--- config.mk ---
export PLATFORM = sky130hd
export DESIGN_NAME = instruction_fetch_unit
export DESIGN_NICKNAME = d
export VERILOG_FILES = /design/src/rtl/instruction_fetch_unit.sv
export SDC_FILE = /design/constraint.sdc
export NUM_CORES = 1
export LEC_CHECK = 0
export CAP_MARGIN = 10
export CELL_PAD_IN_SITES_DETAIL_PLACEMENT = 0
export CELL_PAD_IN_SITES_GLOBAL_PLACEMENT = 1
export CORE_ASPECT_RATIO = 1.1
export CORE_MARGIN = 4
export CORE_UTILIZATION = 31
export CTS_CLUSTER_DIAMETER = 150
export DETAILED_ROUTE_END_ITERATION = 7
export GPL_TIMING_DRIVEN = 0
export PLACE_DENSITY = 0.87
export SLEW_MARGIN = 10
export SYNTH_ARGS = -nofsm -noshare
export SYNTH_HDL_FRONTEND = slang
export SYNTH_SLANG_ARGS = --single-unit
--- constraint.sdc ---
create_clock -name clk -period 2.95 [get_ports clk]
set_clock_uncertainty 0.15 [all_clocks]
set_input_delay 0.885 -clock clk [delete_from_list [all_inputs] [get_ports clk]]
set_output_delay 0.885 -clock clk [all_outputs]
set_load 0.005 [all_outputs]
--- src/rtl/instruction_fetch_unit.sv ---
// Multi-cycle instruction fetch front end: owns the PC, fetches over a req/ready
// handshake, holds the instruction until retired and stops on ECALL halt or misaligned PC.
module instruction_fetch_unit #(
   parameter int                XLEN     = 32,
   parameter logic [XLEN-1:0]   RESET_PC = 32'h0000_0000,
   parameter logic [XLEN-1:0]   NOP_INST = 32'h0000_0013
) (
   input  logic            clk,
   input  logic            reset,
   output logic            imem_req,
   output logic [XLEN-1:0] imem_addr,
   input  logic            imem_ready,
   input  logic [XLEN-1:0] imem_rdata,
   input  logic            pc_update,
   input  logic [XLEN-1:0] pc_next,
   input  logic            halt,
   output logic            inst_valid,
   output logic [XLEN-1:0] inst,
   output logic [6:0]      part_of_inst,
   output logic [XLEN-1:0] pc,
   output logic            halted,
   output logic            fault,
   output logic [31:0]     fetch_count
);

   typedef enum logic [1:0] {
      FETCH = 2'd0,
      HOLD  = 2'd1,
      HALT  = 2'd2
   } state_t;

   state_t state;

   // Gating with reset drops the request the instant reset asserts mid-handshake
   assign imem_req     = (state == FETCH) && reset;
   assign imem_addr    = pc;
   assign part_of_inst = inst[6:0];

   always_ff @(posedge clk or negedge reset) begin
      if (!reset) begin
         state       <= FETCH;
         pc          <= RESET_PC;
         inst        <= NOP_INST;
         inst_valid  <= 1'b0;
         halted      <= 1'b0;
         fault       <= 1'b0;
         fetch_count <= 32'd0;
      end else begin
         case (state)
            FETCH: begin
               if (imem_ready) begin
                  inst        <= imem_rdata;
                  inst_valid  <= 1'b1;
                  fetch_count <= fetch_count + 32'd1;
                  state       <= HOLD;
               end
            end
            HOLD: begin
               if (pc_update) begin
                  inst_valid <= 1'b0;
                  inst       <= NOP_INST;
                  // Halt wins over misalignment; on either stop pc keeps the retiring PC
                  if (halt) begin
                     halted <= 1'b1;
                     state  <= HALT;
                  end else if (pc_next[1:0] != 2'b00) begin
                     halted <= 1'b1;
                     fault  <= 1'b1;
                     state  <= HALT;
                  end else begin
                     pc    <= pc_next;
                     state <= FETCH;
                  end
               end
            end
            HALT: begin
               state <= HALT;
            end
            default: begin
               state <= HALT;
            end
         endcase
      end
   end

endmodule

==> results by group, run 1 <==
Place
  – IO buf count: 207
  – Dpl hpwl: 9.13 mm
  – Place WS: -702 ps
  – Inst Count DP: 724
  – Routability Congestion: 0.757
  – Post-DP Area: 6610 µm²

Logic synthesis
  – Number of flops mapped to enable cells by yosys: 0
  – Top-count cell post-synth: dfrtp_1
  – Ys flop type: dfrtp_1
  – Post-synthesis cell count: 332
  – Asr flop ratio synth: 100%
  – Cell taking the most area after synthesis: dfrtp_1
  – Avg Synthesized Cell Area: 12.9 µm²
  – Sequential area share after synthesis: 59.1%
  – Synth Cell Area: 4280 µm²
  – Synth Warn #: 0
  – Synthesis-stage register bit count: 101
  – Synth unique cells: 31
  – Post-synth top cells: 98 x dfrtp_1, 39 x buf_4, 30 x mux2_2
  – Top post-synthesis cells by area: dfrtp_1 57%, mux2_2 7.9%, buf_4 6.8%
  – Synth top area share: 57.3%
  – Synth Net Count: 402

Floorplan
  – I/O pins: 208
  – FP Rows: 44
  – DIE AREA: 15800 µm²
  – Initial Util: 32.0%
  – Die Y: 131 µm
  – DIE WIDTH: 120 µm
  – Core Area: 13400 µm²

Critical path
  – Setup Crit Path Kind: input pin to flop
  – Crit-path most repeated cell: buf_6
  – Crit path max fanout: 10
  – Critical path buffers and inverters: 3
  – Worst setup EP type: flop
  – Max incr delay on CP: 540 ps
  – Crit-path cells: clkdlybuf4s50_1 > or3b_1 > buf_6 > or4_4 > buf_6 > nor4_4 > xor2_1
  – Data required, critical path: 3060 ps
  – Cell family with most CP delay: simple AND/OR/NAND/NOR gates
  – Slowest cell on crit path: or4_4
  – Crit path launch type: input pin
  – Arr. time, crit path: 2990 ps

STA
  – Fin Setup TNS: 0 ps
  – Hold Slack: 218 ps
  – Slew Limit Fails: 0
  – Final setup fails: 0
  – Setup ws final: 71.5 ps
  – Final period util: 97.6%
  – Rel. slew slack: 60.4%
  – Minimum clock period after layout: 2880 ps
  – Tightest Pin Transition: 589 ps
  – Fmax: 0.347 GHz
  – Final hold violations: 0

Run
  – Max Cap Violations: 0

Clock network
  – Clock-pin transition on the worst setup and hold timing paths: 70 ps
  – Clock buffer count from CTS: 9
  – H-tree depth: 3
  – CTS tree: done
  – Postcts setup bufs: 0
  – Clock buffer depth: 2
  – CTS root buffer: clkbuf_16
  – Clk Latency, worst-skew pair: 340 ps
  – CTS sink count: 101
  – Hold_buf cts: 0

Routing
  – Via count: 3382
  – Wirelength, routed: 12.0 mm
  – Drt pass-1 iters: 4
  – Vias/cell: 4.55
  – DRT iter0 DRCs: 132
  – DRT antenna net count: 0
  – Detail-routed net length per standard cell: 16.2 µm
  – # DRC: 0

Layout
  – Diode count: 0
  – Core Util, Final: 52.8%
  – Area growth from synthesis to layout: 64.8%
  – Final Cell Area: 7060 µm²
  – Fin cells: 743
  – NumNets Final: 624
  – Layout cells sized above 1: 18.6%

Power
  – VDD IR max: 0.000420 V
  – P_leak: 3.14 nW
  – PwrDens: 656 nW/µm²
  – Total power: 4.63 mW

Global route
  – First-pass GRT wire length: 19.5 mm
  – Initial antenna violation count: 0
  – GR Util All Layers: 15.3%
  – Largest net degree at the start of global routing: 32
  – Vias in the first global route: 3527
  – GRT Residual Overflow: 0

Status
  – Status: finished, final reports clean

Hold path
  – Hold WC Path Type: input pin to async pin
## cell type report
class                   count  area [µm²]
clock inverters             4        30.0
flip-flops and latches    101        2530
well taps                 184         230
inverters                   5        18.8
multi-input cells         175        1420
repair buffers            211        2210
fillers                  1172        6320
clock buffers              12         267
plain buffers              51         353
## metal layers
metal  GRT usage (%)  vias up  wire length (µm)  share of wire, %
li1                -     1576                 -                 -
met1            18.8     1662              4880                41
met2            26.1      132              6090                51
met3            4.13       12               900               7.5
met4            5.03        0               178               1.5
met5               0        -                 0                 0
## final timing paths
path	end	startpoint	depth (start not counted)	slack, ps
hold reg to reg	fetch_count[31]$_DFFE_PN0P_	fetch_count[31]$_DFFE_PN0P_	1	320
max in group asynchronous	fetch_count[30]$_DFFE_PN0P_	reset	2	1910
setup / recovery	fetch_count[31]$_DFFE_PN0P_	imem_ready	7	70
hold / removal	inst[25]$_DFFE_PN0P_	reset	1	220
setup reg to reg	fetch_count[31]$_DFFE_PN0P_	state[0]$_DFFE_PN0P_	6	610
min in group clk	fetch_count[31]$_DFFE_PN0P_	fetch_count[31]$_DFFE_PN0P_	1	320
## cells by family (layout without fill, tap and decap cells)
group,Yosys count,count (layout),share of synthesized area [%]
compound gates,35,35,7.07
xor+xnor,31,31,6.34
fa+ha+maj,1,1,0.292
buf+inv,56,283,8.68
flops,101,101,59.1
mux,31,31,8.12
simple gates,77,77,10.4
## repair_timing
action / 4_1_cts / 5_1_grt
hold endpoints to repair: 0 / 0
resized for setup: 7 / 5
setup endpoints to repair: 20 / 4
gates cloned: 3 / 0
## worst register-to-register path: cells and delay by family (launching register included)
family | cells | cell delay, ps
buffers and inverters | 2 | 320
flip-flops | 1 | 460
XOR/XNOR | 1 | 160
AND/OR/NAND/NOR | 3 | 1180
## sequential cells by signal, indices dropped and copies added, names as in the netlist
signal,flops
fetch_count,32
halted,1
fault,1
inst_valid,1
inst,32
imem_addr,32
state,2
## power by group
| part | switching (mW) | internal (mW) |
|---|---|---|
| clock network | 0.516 | 0.645 |
| registers | 0.248 | 1.71 |
| logic | 0.424 | 1.08 |
| total | 1.19 | 3.44 |
## layout by cell type (no fill, tap or decap), drive strengths merged, types with 4 or more instances in the layout
| cell | instances |
|---|---|
| clkdlybuf4s50 | 205 |
| dfrtp | 98 |
| buf | 46 |
| mux2 | 30 |
| a22o | 29 |
| nand2 | 20 |
| clkbuf | 19 |
| xnor2 | 18 |
| nand4 | 13 |
| xor2 | 13 |
| nor3 | 10 |
| and4 | 7 |
| nor2 | 6 |
| inv | 6 |
| and3 | 5 |
| nand3 | 4 |
(Power assumes the default switching activity.)
==> run 2: changes to the inputs <==
--- a/config.mk
+++ b/config.mk
@@ -8,13 +8,13 @@
 export CAP_MARGIN = 10
 export CELL_PAD_IN_SITES_DETAIL_PLACEMENT = 0
 export CELL_PAD_IN_SITES_GLOBAL_PLACEMENT = 1
-export CORE_ASPECT_RATIO = 1.1
 export CORE_MARGIN = 4
-export CORE_UTILIZATION = 31
+export CORE_UTILIZATION = 28
+export CTS_BUF_LIST = sky130_fd_sc_hd__clkbuf_16
 export CTS_CLUSTER_DIAMETER = 150
 export DETAILED_ROUTE_END_ITERATION = 7
 export GPL_TIMING_DRIVEN = 0
-export PLACE_DENSITY = 0.87
+export PLACE_DENSITY = 0.83
 export SLEW_MARGIN = 10
 export SYNTH_ARGS = -nofsm -noshare
 export SYNTH_HDL_FRONTEND = slang
==> constraint.sdc (replaced) <==
create_clock -name clk -period 2.4 [get_ports clk]
set_clock_uncertainty 0.15 [all_clocks]
set_input_delay 0.72 -clock clk [delete_from_list [all_inputs] [get_ports clk]]
set_output_delay 0.72 -clock clk [all_outputs]
set_load 0.005 [all_outputs]
==> run 2 against run 1 <==
Effect of this change: total power grew 23%; non-clock buffer count fell by 2; core utilization decreased by 5.2 points; critical path type is now flop to primary output; die area is 10% higher; largest power group unchanged; wire length down 2.1%; clock-buffer cell count fell by 3; global-route usage fell by 1.5 points.
==> results by group, run 2 (synthesis results as in run 1) <==
Status
  – Status: finished, final reports clean

Global route
  – GR Util All Layers: 13.8%
  – GRT Residual Overflow: 0
  – First-pass GRT wire length: 19.5 mm
  – Largest net degree at the start of global routing: 65
  – Vias in the first global route: 3684
  – Initial antenna violation count: 0

Floorplan
  – Core Area: 14800 µm²
  – FP Rows: 44
  – DIE WIDTH: 132 µm
  – DIE AREA: 17300 µm²
  – Die Y: 132 µm
  – I/O pins: 208
  – Initial Util: 29.0%

Place
  – Dpl hpwl: 8.93 mm
  – Routability Congestion: 0.734
  – IO buf count: 207
  – Post-DP Area: 6610 µm²
  – Place WS: -1120 ps

Routing
  – Drt pass-1 iters: 4
  – # DRC: 0
  – Via count: 3362
  – Vias/cell: 4.54
  – Detail-routed net length per standard cell: 15.9 µm
  – DRT iter0 DRCs: 108
  – DRT antenna net count: 0
  – Wirelength, routed: 11.8 mm

Clock network
  – Clock buffer count from CTS: 9
  – Clk Latency, worst-skew pair: 340 ps
  – CTS sink count: 101
  – CTS root buffer: clkbuf_16
  – Clock buffer depth: 2
  – CTS tree: done
  – Hold_buf cts: 0
  – H-tree depth: 3
  – Clock-pin transition on the worst setup and hold timing paths: 70 ps

Layout
  – Layout cells sized above 1: 19.6%
  – Diode count: 0
  – Final Cell Area: 7020 µm²
  – Fill count: 1364
  – Commonest non-fill, non-tap cell in the layout: clkdlybuf4s50_1
  – NumNets Final: 622
  – Area growth from synthesis to layout: 64.0%
  – Most frequent cells in the layout: 202 x clkdlybuf4s50_1, 98 x dfrtp_1, 41 x buf_4
  – Core Util, Final: 47.6%

STA
  – Hold Slack: 32.3 ps
  – Final hold violations: 0
  – RSZ-0062 raised after global routing: false
  – Tightest Pin Transition: 543 ps
  – Minimum clock period after layout: 2360 ps
  – Fmax: 0.424 GHz
  – Final setup fails: 0
  – Slew Limit Fails: 0
  – Final period util: 98.2%
  – Setup ws final: 44.0 ps
  – Rel. slew slack: 63.5%

Run
  – Max Cap Violations: 0

Critical path
  – Crit path launch type: flop
  – Worst setup EP type: primary output
  – Crit path max fanout: 3
  – Data required, critical path: 1530 ps
  – FF-to-FF setup slack: 220 ps
  – Reg2reg path depth: 5
  – Setup Crit Path Kind: flop to primary output
  – Arr. time, crit path: 1490 ps

Power
  – PwrDens: 813 nW/µm²
  – Total power: 5.71 mW
  – VDD IR max: 0.000557 V
  – P_leak: 3.13 nW

Hold path
  – Hold WC Path Type: input pin to async pin
==> run 2: changes by cell type in the layout (fill, tap and decap cells not counted), sizes merged <==
cell           change
clkdlybuf4s50      -3
bufbuf             -2
clkbuf             -2
clkinvlp           +2
dlymetal6s2s       +2
buf                -1
bufinv             +1
clkdlybuf4s15      +1
clkinv             +1
inv                -1
==> run 2: path summary, 6_finish.rpt <==
check,from,endpoint
worst max register to register,state[0]$_DFFE_PN0P_,fetch_count[29]$_DFFE_PN0P_
worst min-delay path,reset,inst[7]$_DFFE_PN0P_
worst max-delay path,inst[4]$_DFFE_PN1P_,part_of_inst[4]
max in group asynchronous,reset,inst[1]$_DFFE_PN1P_
worst min register to register,fetch_count[31]$_DFFE_PN0P_,fetch_count[31]$_DFFE_PN0P_
min in group clk,fetch_count[31]$_DFFE_PN0P_,fetch_count[31]$_DFFE_PN0P_
==> run 2: cell type report <==
type / count / area [µm²] / area share, %
clock inverter: 7 / 66.3 / 0.944
buffer: 49 / 342 / 4.86
inverter: 5 / 18.8 / 0.267
sequential: 101 / 2530 / 36.0
timing repair buffer: 211 / 2170 / 30.9
tap: 184 / 230 / 3.28
clock buffer: 9 / 225 / 3.21
multi-input combinational: 175 / 1440 / 20.5
==> run 2: critical path: stages (launching register included) <==
cell             delay, ps
dfstp_2                550
buf_4                  110
clkdlybuf4s50_1        490
==> run 2: repair_timing <==
action / CTS / global route
setup buffers: 1 / 1
gates cloned: 1 / 0
gates resized for setup: 14 / 10
setup endpoints to repair: 61 / 36
==> run 2: where the power goes <==
group,leakage (nW),total [mW],switching (mW),internal [mW]
clock network,0.135,1.43,0.629,0.801
logic,1.69,1.86,0.528,1.34
registers,1.30,2.41,0.307,2.10
total,3.13,5.71,1.46,4.24
==> run 2: metrics by stage <==
| stage | instances | TNS [ps] |
|---|---|---|
| 4_1_cts | 741 | 0 |
| 5_1_grt | 741 | 0 |
| 2_1_floorplan | 332 | 0 |
| 6_report | 741 | 0 |
| 3_3_place_gp | 723 | -374560 |
| 3_5_place_dp | 724 | -52360 |
==> run 2: layer usage <==
layer | vias to the layer above | global-route usage (%) | wire length (µm)
li1 | 1576 | - | -
met1 | 1668 | 16.8 | 4880
met2 | 106 | 23.1 | 5980
met3 | 12 | 4.09 | 724
met4 | 0 | 5.48 | 203
met5 | - | 0 | 0
